### config.mk
export PLATFORM = sky130hd
export DESIGN_NAME = hazard_ctrl_unit
export DESIGN_NICKNAME = d
export VERILOG_FILES = /design/src/rtl/hazard_pkg.sv /design/src/rtl/hazard_ctrl_unit_sat_counter.sv /design/src/rtl/hazard_ctrl_unit.sv
export SDC_FILE = /design/constraint.sdc
export NUM_CORES = 1
export LEC_CHECK = 0
export BUFFER_PORTS_ARGS = -buffer_cell sky130_fd_sc_hd__buf_4
export CAP_MARGIN = 0
export CORE_MARGIN = 4
export CORE_UTILIZATION = 45
export CTS_BUF_LIST = sky130_fd_sc_hd__clkbuf_16
export DETAILED_ROUTE_END_ITERATION = 16
export MAX_ROUTING_LAYER = met4
export PLACE_DENSITY = 0.77
export SYNTH_ARGS = -nofsm -noshare
export SYNTH_HDL_FRONTEND = slang
export SYNTH_SLANG_ARGS = --single-unit
export TNS_END_PERCENT = 5
### constraint.sdc
create_clock -name CLK -period 2 [get_ports CLK]
set_input_delay 0.2 -clock CLK [delete_from_list [all_inputs] [get_ports CLK]]
set_output_delay 0.2 -clock CLK [all_outputs]
set_load 0.01 [all_outputs]
### src/rtl/hazard_pkg.sv
// Shared types for the OTTER pipeline hazard controller.
// Holds the stall FSM encoding and the hard-wired zero register index.
package hazard_pkg;

  typedef enum logic [0:0] {
    HZ_IDLE,
    HZ_LU_STALL
  } hz_state_t;

  localparam logic [31:0] REG_X0 = '0;

endpackage

### src/rtl/hazard_ctrl_unit_sat_counter.sv
// Saturating up-counter: sync active-low clear, increment enable.
// Ports: clk, clrN, inc -> count[W-1:0] (sticks at all-ones).
module sat_counter #(
  parameter int W = 16
) (
  input  logic         clk,
  input  logic         clrN,
  input  logic         inc,
  output logic [W-1:0] count
);

  always_ff @(posedge clk) begin
    if (!clrN) begin
      count <= '0;
    end else if (inc && (count != '1)) begin
      count <= count + W'(1);
    end
  end

endmodule

### src/rtl/hazard_ctrl_unit.sv
// Hazard controller for the 5-stage OTTER pipe: load-use stall FSM,
// branch flush, memory-busy freeze. Outputs: PC/IF-DE enables, bubble
// mux, pipe hold, flushes, status flags and saturating event counters.
import hazard_pkg::*;

module hazard_ctrl_unit #(
  parameter int REG_AW   = 5,
  parameter int LOAD_LAT = 1,
  parameter int CNT_W    = 16
) (
  input  logic              CLK,
  input  logic              RST_N,
  input  logic [REG_AW-1:0] de_rs1,
  input  logic [REG_AW-1:0] de_rs2,
  input  logic              de_rs1_used,
  input  logic              de_rs2_used,
  input  logic              de_ex_memRead,
  input  logic [REG_AW-1:0] de_ex_regRd,
  input  logic              ex_branchTaken,
  input  logic              mem_busy,
  output logic              pcWrite,
  output logic              de_write,
  output logic              controlMux,
  output logic              pipe_hold,
  output logic              flush_fd,
  output logic              flush_de,
  output logic              loadUse,
  output logic              branchValid,
  output logic [CNT_W-1:0]  lu_stall_cnt,
  output logic [CNT_W-1:0]  flush_cnt
);

  localparam int CW = $clog2(LOAD_LAT + 1);

  if (LOAD_LAT < 1 || LOAD_LAT > 7) begin : gBadLat
    $error("hazard_ctrl_unit: LOAD_LAT must be 1..7");
  end

  hz_state_t     state;
  hz_state_t     stateNext;
  logic [CW-1:0] cnt;
  logic [CW-1:0] cntNext;

  logic hit;
  logic rstAct;
  logic holdAct;
  logic flushAct;
  logic stallAct;

  always_comb begin
    hit = de_ex_memRead
        && (de_ex_regRd != REG_AW'(REG_X0))
        && ((de_rs1_used && (de_rs1 == de_ex_regRd))
         || (de_rs2_used && (de_rs2 == de_ex_regRd)));
  end

  // One-hot cycle class, priority already folded in
  always_comb begin
    rstAct   = !RST_N;
    holdAct  = RST_N && mem_busy;
    flushAct = RST_N && !mem_busy && ex_branchTaken;
    stallAct = RST_N && !mem_busy && !ex_branchTaken
            && ((state == HZ_LU_STALL) || hit);
  end

  always_comb begin
    pcWrite     = 1'b1;
    de_write    = 1'b1;
    controlMux  = 1'b0;
    pipe_hold   = 1'b0;
    flush_fd    = 1'b0;
    flush_de    = 1'b0;
    loadUse     = 1'b0;
    branchValid = 1'b0;
    stateNext   = state;
    cntNext     = cnt;
    unique case (1'b1)
      rstAct: begin
        stateNext = HZ_IDLE;
        cntNext   = '0;
      end
      holdAct: begin
        pipe_hold = 1'b1;
        pcWrite   = 1'b0;
        de_write  = 1'b0;
      end
      flushAct: begin
        flush_fd    = 1'b1;
        flush_de    = 1'b1;
        branchValid = 1'b1;
        stateNext   = HZ_IDLE;
        cntNext     = '0;
      end
      stallAct: begin
        pcWrite    = 1'b0;
        de_write   = 1'b0;
        controlMux = 1'b1;
        loadUse    = 1'b1;
        if (state == HZ_LU_STALL) begin
          cntNext = cnt - CW'(1);
          if (cnt == CW'(1)) begin
            stateNext = HZ_IDLE;
          end
        end else if (LOAD_LAT > 1) begin
          // First bubble is this IDLE cycle; LOAD_LAT-1 remain
          stateNext = HZ_LU_STALL;
          cntNext   = CW'(LOAD_LAT - 1);
        end
      end
      default: begin
      end
    endcase
  end

  always_ff @(posedge CLK) begin
    if (!RST_N) begin
      state <= HZ_IDLE;
      cnt   <= '0;
    end else begin
      state <= stateNext;
      cnt   <= cntNext;
    end
  end

  sat_counter #(
    .W(CNT_W)
  ) uLuCnt (
    .clk  (CLK),
    .clrN (RST_N),
    .inc  (loadUse),
    .count(lu_stall_cnt)
  );

  sat_counter #(
    .W(CNT_W)
  ) uFlCnt (
    .clk  (CLK),
    .clrN (RST_N),
    .inc  (branchValid),
    .count(flush_cnt)
  );

endmodule

==> impl_metrics.ini, run 1 <==
[timing]
setup_tns_ns = 0
relSlewSlack = 0.722
period_needed_ns = 1.89
finClkSkew_ns = 0.00595
rsz0062_at_grt = no
slew_viol_final = 0
worst_pin_slew_ns = 0.417
timing.final.crit_share = 0.946
fmaxAchievable_mhz = 528
setup_viol = 0
hold_violations = 0

[power]
leakage_nw = 1.12
vdd_drop_max_v = 0.000489
pwr_density_cell_nw_per_um2 = 573

[min_path]
whs_endpoint = state
min_path_type = input pin to flip-flop
whs_path_depth = 4
min_from = ex_branchTaken

[clocking]
cts_root_buffer = clkbuf_16
insertion_delay_ns = 0.28
clockBufferDepth = 2
clock-sinks = 34
cts_htree_levels = 2
cts_tree = yes
clk_pin_slew_ns = 0.05
numCtsBuffers = 5

[logic_synthesis]
synth.distinct_cells = 43
synth.avg_cell_area_um2 = 8.35
syn_area_um2 = 1890
ys_seq_area_frac = 0.361
synth_top_area_frac = 0.361
ys_seq_elements = 34
synth_cells = 226
synth_top_area_cell = dfxtp_1
syn-num-nets = 250
netlist_top_cells_area = dfxtp_1, xnor2_1, nand2_1
yosys_warnings = 0

[global_route]
grt_pass1_vias = 1864
grt_pass1_wl_mm = 8.20
grt_max_degree = 20
grt_util_all_layers = 0.199
gr-total-overflow = 0
grt_antenna_before_repair = 0

[place]
dp_hpwl_mm = 3.69
dp.cells = 355
port_buffers = 61
place_congestion = 0.823
placement.cell_area_um2 = 2570

[die]
start_util = 0.469
rows = 23
core_region_area_um2 = 4030
die-area_um2 = 5300
io_pins = 62
die-width_um = 72.8
die_h_um = 72.8

[worst_setup_path]
worstSetupPathType = flip-flop to flip-flop
critPathLaunchType = flip-flop
cp_max_fo = 4
cp.arrival_ns = 2.05
cp-end-kind = flip-flop
r2r_end = uLuCnt.count[3]
r2r_cells = 7
cp.required_ns = 2.16
rrSetupSlack_ns = 0.11
crit-reg2reg-launch = uLuCnt.count[0]

[final_layout]
design_area_um2 = 2730
layout.cells.non_filler = 363
antenna_cells = 0
drive_above_1_share = 0.364
final_net_count = 336
area_delta_synth_final_pct = 44.6

[detailed_routing]
wirelength_mm = 4.87
num_vias = 1888
viasPerCell = 5.20
route.detailed.drc = 0
wl_per_cell_um = 13.4
ant_nets = 0
dr.pass1.iters = 4
drt-initial-drc-count = 76

[status]
status = finished, final reports clean

[job]
maxCapViolCount = 0
-- kinds of logic (layout without fill, tap and decap cells) --
kind of cell,Yosys count,count (layout),synth area share
compound gates,31,31,0.122
xor+xnor,24,24,0.111
simple gates,108,108,0.304
mux,7,7,0.0371
flops,34,34,0.361
buf+inv,20,107,0.0517
fa+ha+maj,2,2,0.0133
-- cells in the final DEF, fill, tap and decap left out, types with 2 or more instances in the layout --
| cell type | n |
|---|---|
| o31ai_1 | 8 |
| nor2_1 | 23 |
| a21oi_1 | 9 |
| dfxtp_2 | 2 |
| o2111ai_1 | 2 |
| dfxtp_1 | 32 |
| buf_4 | 91 |
| xor2_1 | 3 |
| or2b_1 | 3 |
| nor3_1 | 7 |
| or3_1 | 2 |
| nand2_1 | 24 |
| nand3_1 | 10 |
| mux2i_1 | 7 |
| clkbuf_16 | 5 |
| o211ai_1 | 3 |
| nor4_1 | 5 |
| xnor2_1 | 21 |
| or4_1 | 6 |
| nand2b_1 | 3 |
| inv_1 | 7 |
| nor3b_2 | 2 |
| o21ai_0 | 2 |
| and3_1 | 3 |
| and2_1 | 2 |
| nand4_1 | 8 |
-- state kept, by name, summed over array words and instances (netlist names) --
| signal | count |
|---|---|
| uFlCnt.count | 16 |
| uLuCnt.count | 16 |
| state | 1 |
| cnt | 1 |
-- area by class of cell --
cell class / instances / area, um^2
tap: 50 / 62.6
clock buffer: 5 / 125
fill: 366 / 1300
sequential: 34 / 683
timing repair buffer: 91 / 683
clock inverter: 3 / 16.3
inverter: 8 / 30.0
multi-input combinational: 172 / 1130
-- routing by layer --
metal / vias to the layer above / global-route usage / share of wire / routed length [um]
met4: 0 / 0.0492 / 0.0086 / 42
li1: 983 / - / - / -
met1: 864 / 0.238 / 0.44 / 2130
met5: - / - / 0 / 0
met2: 37 / 0.347 / 0.51 / 2470
met3: 4 / 0.0344 / 0.046 / 222
-- worst max-delay path, cell delays in order, from the launching register on --
cell and delay [ns]:
dfxtp_2 0.33, ha_2 0.19, and3_1 0.18, and3_2 0.24, a221oi_4 0.25, nand2_2 0.11
or3_4 0.35, mux2i_1 0.12
-- metrics by stage --
step / utilization / power (mW) / hold slack, ns / worst slack (ns)
finish: 0.678 / 1.57 / 0.257 / 0.108
global route: 0.678 / 1.61 / 0.290 / 0.0107
CTS: 0.674 / 1.57 / 0.261 / 0.0412
detailed placement: 0.639 / 0.835 / 0.469 / 0.0558
global placement: 0.639 / 0.832 / 0.458 / 0.102
floorplan: - / 0.763 / 0.352 / 0.00428
-- timing repair --
action | 4_1_cts | 5_1_grt
endpoints found under the setup margin | 0 | 4
hold buffers | 0 | 0
resized for setup | 0 | 6
buffers inserted | 0 | 0
-- worst max path at each step --
stage / from / end
global placement: uLuCnt.count[0] / uLuCnt.count[3]
detailed placement: uLuCnt.count[0] / uLuCnt.count[3]
floorplan: de_ex_regRd[1] / pcWrite
CTS: uLuCnt.count[0] / uLuCnt.count[3]
global route: uLuCnt.count[0] / uLuCnt.count[3]
finish: uLuCnt.count[0] / uLuCnt.count[3]
-- power by group --
group          switching (mW)  leakage (nW)  internal, mW
logic                  0.0665         0.776        0.0736
clock network           0.291        0.0672         0.454
registers            0.000993         0.275         0.679
-- cells in the mapped netlist, drive strengths merged --
cell and n:
inv 8, and2 2, a21oi 10, nor2 24, o211ai 3, a211oi 1, nand3 10, nor3 7
or2b 3, nor4 5, nand2b 3, o2111ai 2, nand3b 1, dfxtp 34, mux2i 7, xnor2 21
a221oi 1, o221ai 1, o22ai 1, o21ai 3, buf 9, and3 4, or3 3, nor3b 2
nand2 25, o31ai 9, or4 7, xor2 3, and4 1, ha 2, clkbuf 3, and4b 1
nor4b 1, nand4 9
Power figures use the tool's default switching activity.
==> run 2: changes to the inputs <==
--- a/config.mk
+++ b/config.mk
@@ -7,12 +7,14 @@
 export LEC_CHECK = 0
 export BUFFER_PORTS_ARGS = -buffer_cell sky130_fd_sc_hd__buf_4
 export CAP_MARGIN = 0
+export CELL_PAD_IN_SITES_DETAIL_PLACEMENT = 1
+export CELL_PAD_IN_SITES_GLOBAL_PLACEMENT = 2
 export CORE_MARGIN = 4
-export CORE_UTILIZATION = 45
+export CORE_UTILIZATION = 26
 export CTS_BUF_LIST = sky130_fd_sc_hd__clkbuf_16
 export DETAILED_ROUTE_END_ITERATION = 16
 export MAX_ROUTING_LAYER = met4
-export PLACE_DENSITY = 0.77
+export PLACE_DENSITY = 0.78
 export SYNTH_ARGS = -nofsm -noshare
 export SYNTH_HDL_FRONTEND = slang
 export SYNTH_SLANG_ARGS = --single-unit
==> impl_metrics.ini, run 2 (synthesized netlist as in run 1, its figures left out) <==
[status]
status = finished, final reports clean

[global_route]
grt_antenna_before_repair = 0
gr-total-overflow = 0
grt_max_degree = 17
grt_util_all_layers = 0.147
grt_pass1_vias = 2070
grt_pass1_wl_mm = 10.1

[final_layout]
final_net_count = 343
layout_common_cells = buf_4, dfxtp_1, nand2_1
antenna_cells = 0
drive_above_1_share = 0.368
top_regs = uFlCnt.count (16), uLuCnt.count (16)
design_area_um2 = 2840
layout_commonest_cell = buf_4
area_delta_synth_final_pct = 50.3

[detailed_routing]
wirelength_mm = 5.94
dr.pass1.iters = 4
num_vias = 1995
drt-initial-drc-count = 45
wl_per_cell_um = 14.3
route.detailed.drc = 0
ant_nets = 0
viasPerCell = 4.82

[die]
start_util = 0.273
io_pins = 62
core_region_area_um2 = 6910
die-width_um = 93.2
rows = 30
die_h_um = 93.2
die-area_um2 = 8690

[clocking]
clock-sinks = 34
cts_root_buffer = clkbuf_16
clk_pin_slew_ns = 0.05
cts_htree_levels = 2
cts_tree = yes
numCtsBuffers = 5
postCtsSetupBuffers = 0
insertion_delay_ns = 0.28
clockBufferDepth = 2

[worst_setup_path]
r2r_cells = 7
cp.required_ns = 2.16
cp_cell_sequence = ha_2 > and3_1 > and3_2 > a221oi_4 > nand2_2 > or3_1 > mux2i_1
cp.depth = 7
critPathCapture = uLuCnt.count[3]
crit-reg2reg-launch = uLuCnt.count[0]
cp.arrival_ns = 2.05
worst-path-buf-inv = 0
cp_top_family = simple AND/OR/NAND/NOR gates
r2r_end = uLuCnt.count[3]
worstSetupPathType = flip-flop to flip-flop
crit_path_top_delay_cell = or3_1
critPathLaunch = uLuCnt.count[0]
critPathLaunchType = flip-flop
rrSetupSlack_ns = 0.11
cp-end-kind = flip-flop
max_stage_delay_ns = 0.33
cp_max_fo = 3

[timing]
setup_viol = 0
setup_tns_ns = 0
worst_pin_slew_ns = 0.379
hold_violations = 0
rsz0062_at_grt = no
timing.final.crit_share = 0.944
fmaxAchievable_mhz = 529
period_needed_ns = 1.89
finClkSkew_ns = 0.00975
slew_viol_final = 0
relSlewSlack = 0.745

[power]
vdd_drop_max_v = 0.000272
internal-power_mw = 1.20
combinationalPowerShare = 0.095
switching_share = 0.217
finalPower_mw = 1.53
netSwitchingPower_uw = 332
pwr_density_cell_nw_per_um2 = 538
power_frac_seq = 0.446
clkPwrFrac = 0.459
leakage_nw = 1.15

[min_path]
min_from = ex_branchTaken
min_path_type = input pin to flip-flop

[job]
maxCapViolCount = 0

[place]
port_buffers = 61
dp_hpwl_mm = 4.75
placement.cell_area_um2 = 2680
place_congestion = 0.819
run 2: worst min-delay path, stage by stage:
cell	delay [ns]
buf_4	0.10
nor2_1	0.05
nor2_1	0.08
nor3_1	0.05
run 2: power groups by stage:
stage / clock network [mW] / logic (mW) / registers (mW)
final: 0.702 / 0.146 / 0.681
after detailed placement: 0 / 0.145 / 0.695
after global routing: 0.757 / 0.160 / 0.680
after floorplan: 0 / 0.0663 / 0.697
after global placement: 0 / 0.143 / 0.695
after CTS: 0.732 / 0.146 / 0.680
run 2: worst min-delay path by stage:
| stage | cells after the start | slack [ns] | endpoint |
|---|---|---|---|
| 2_1_floorplan | 2 | 0.35 | uLuCnt.count[15] |
| 3_3_place_gp | 2 | 0.46 | cnt |
| 6_report | 4 | 0.25 | state |
| 5_1_grt | 4 | 0.28 | state |
| 3_5_place_dp | 2 | 0.49 | cnt |
| 4_1_cts | 3 | 0.25 | state |
run 2: layout make-up:
type                            instances  area (um^2)
Multi-Input combinational cell        172         1140
Clock inverter                          1         3.75
Tap cell                               96          120
Inverter                                8         30.0
Fill cell                             872         4070
Sequential cell                        34          681
Timing Repair Buffer                   98          739
Clock buffer                            5          125
run 2: stage by stage:
step / hold WS (ns) / utilization / setup WS (ns) / std cells
2_1_floorplan: 0.352 / - / 0.00428 / 226
3_3_place_gp: 0.465 / 0.388 / 0.0605 / 408
3_5_place_dp: 0.485 / 0.388 / 0.0276 / 408
4_1_cts: 0.246 / 0.407 / 0.0270 / 414
5_1_grt: 0.284 / 0.411 / 0.00542 / 414
6_report: 0.253 / 0.411 / 0.111 / 414
run 2: repair_timing:
action	in CTS	in global routing
hold buffers	0	0
resized for setup	0	6
endpoints found under the setup margin	0	9
run 2: layer usage:
layer  up-vias  share of wire  global-route usage
li1        991              -                   -
met4         0         0.0079              0.0403
met5         -              0                   -
met3         6          0.028              0.0274
met2        32           0.50               0.246
met1       966           0.46               0.183
==> run 3: changes to the inputs <==
--- a/config.mk
+++ b/config.mk
@@ -14,8 +14,9 @@
 export CTS_BUF_LIST = sky130_fd_sc_hd__clkbuf_16
 export DETAILED_ROUTE_END_ITERATION = 16
 export MAX_ROUTING_LAYER = met4
-export PLACE_DENSITY = 0.78
+export PLACE_DENSITY = 0.77
 export SYNTH_ARGS = -nofsm -noshare
 export SYNTH_HDL_FRONTEND = slang
+export SYNTH_HIERARCHICAL = 1
 export SYNTH_SLANG_ARGS = --single-unit
 export TNS_END_PERCENT = 5
==> impl_metrics.ini, run 3 <==
[status]
status = finished, final reports clean

[logic_synthesis]
ys_seq_area_frac = 0.344
ys.flop_type = dfxtp_1
syn_area_um2 = 1980
syn-num-nets = 257
synth_edf_count = 0
synth.distinct_cells = 40
netlist_top_cells_area = dfxtp_1, a21oi_1, xor2_1
synth_top_area_frac = 0.344
synth_common_cells = dfxtp_1, nand2_1, a21oi_1, nor2_1, nand3_1
synth.most_common_cell = dfxtp_1
async_reset_ff_frac = 0
synth_cells = 233
yosys_warnings = 6
synth_top_area_cell = dfxtp_1
ys_seq_elements = 34
synth.avg_cell_area_um2 = 8.50

[clocking]
insertion_delay_ns = 0.28
cts_htree_levels = 2
clk_pin_slew_ns = 0.05
clock-sinks = 34
clockBufferDepth = 2
cts_tree = yes
numCtsBuffers = 5
cts_root_buffer = clkbuf_16

[final_layout]
design_area_um2 = 2790
antenna_cells = 0
final_net_count = 333
finalCoreUtilization = 0.381
layout_common_cells = buf_4, dfxtp_1, nand2_1
area_delta_synth_final_pct = 40.9
top_regs = uFlCnt/count (16), uLuCnt/count (16)
layout_commonest_cell = buf_4
drive_above_1_share = 0.304

[global_route]
grt_pass1_wl_mm = 9.91
gr-total-overflow = 0
busiest_layer = met2
met1_usage = 0.178
grt_util_met2 = 0.220
grt_util_all_layers = 0.140
grt_pass1_vias = 2077
grt_antenna_before_repair = 0
globalRouteMet3Util = 0.0324
grt_max_degree = 17

[detailed_routing]
route.detailed.drc = 0
viasPerCell = 5.04
wl_per_cell_um = 14.6
num_vias = 2055
dr.pass1.iters = 4
drt-initial-drc-count = 57
wirelength_mm = 5.94
ant_nets = 0

[timing]
slew_viol_final = 0
worst_pin_slew_ns = 0.582
period_needed_ns = 1.87
setup_viol = 0
fmaxAchievable_mhz = 534
timing.final.crit_share = 0.937
rsz0062_at_grt = yes
relSlewSlack = 0.607
hold_violations = 0
finClkSkew_ns = 0.00308

[worst_setup_path]
cp-end-kind = flip-flop
cp.required_ns = 2.20
rrSetupSlack_ns = 0.13
critPathLaunchType = flip-flop
crit_path_top_delay_cell = or4_1
max_stage_delay_ns = 0.50
worstSetupPathType = flip-flop to flip-flop
cp_cell_sequence = or4bb_1 > o21ai_4 > nand2_2 > or4_1 > a21oi_1
cp_max_fo = 9
cp.arrival_ns = 2.08

[power]
vdd_drop_max_v = 0.000277
leakage_nw = 1.06
pwr_density_cell_nw_per_um2 = 543
finalPower_mw = 1.52

[die]
die-area_um2 = 9080
rows = 31
core_region_area_um2 = 7330
io_pins = 62
die_h_um = 95.3
die-width_um = 95.3
start_util = 0.270

[place]
port_buffers = 61
placement.cell_area_um2 = 2640
dp_hpwl_mm = 4.50
place_congestion = 0.760

[job]
maxCapViolCount = 0

[min_path]
min_path_type = input pin to flip-flop
## run 3: cell count changes in the layout (fill, tap and decap cells not counted), sizes merged, moves of 7 or more
cell | previous run | this run
o21ai | 3 | 11
buf | 98 | 77
a21oi | 10 | 18
xor2 | 3 | 10
nor2 | 24 | 16
xnor2 | 21 | 4
## run 3: layer usage
layer / vias up / part of all wire
met4: 0 / 0.013
li1: 1040 / -
met3: 5 / 0.060
met5: - / 0
met1: 959 / 0.47
met2: 51 / 0.45
## run 3: cells by family after synthesis
group | after synthesis | share of synthesized area
multiplexers | 6 | 0.0303
AO/OA/AOI/OAI | 50 | 0.159
flip-flops | 34 | 0.344
adder cells (fa/ha/maj) | 2 | 0.0126
AND/OR/NAND/NOR | 111 | 0.351
buffers and inverters | 16 | 0.0417
XOR/XNOR | 14 | 0.0619
## run 3: cell type report
cell class,count,area (um^2)
Tap cell,99,124
Multi-Input combinational cell,183,1250
Timing Repair Buffer,77,578
Sequential cell,34,681
Clock inverter,2,7.51
Clock buffer,5,125
Fill cell,864,4540
Inverter,8,30.0
## run 3: repair_timing
action | 4_1_cts | 5_1_grt
setup buffers | 0 | 0
endpoints found under the setup margin | 0 | 7
hold buffers | 0 | 0
gates resized for setup | 0 | 4
## run 3: final timing paths
check	startpoint	end	depth (start not counted)
worst min register to register	cnt	cnt	2
worst max-delay path	state	uLuCnt/count[9]	5
worst max register to register	state	uLuCnt/count[9]	5
worst min-delay path	mem_busy	state	4
## run 3: metrics by stage
step           setup slack, ns  setup TNS (ns)  hold slack (ns)  cells
6_report                 0.126               0            0.268    408
5_1_grt                -0.0117         -0.0137            0.321    408
4_1_cts                 0.0416               0            0.268    408
3_5_place_dp            -0.211           -1.45            0.497    401
3_3_place_gp            -0.189           -1.01            0.471    401
2_1_floorplan           0.0155               0            0.321    233
## run 3: worst max-delay path: cells and delay by family (launching register included)
kind,cells,cell delay (ns)
AND/OR/NAND/NOR,3,1.14
flip-flops,1,0.37
AO/OA/AOI/OAI,2,0.28
## run 3: power breakdown
group / leakage, nW / internal (mW) / total, mW / switching, mW
Combinational: 0.719 / 0.0599 / 0.114 / 0.0538
Clock: 0.0723 / 0.445 / 0.722 / 0.277
Sequential: 0.274 / 0.679 / 0.681 / 0.00158
Total: 1.06 / 1.18 / 1.52 / 0.332
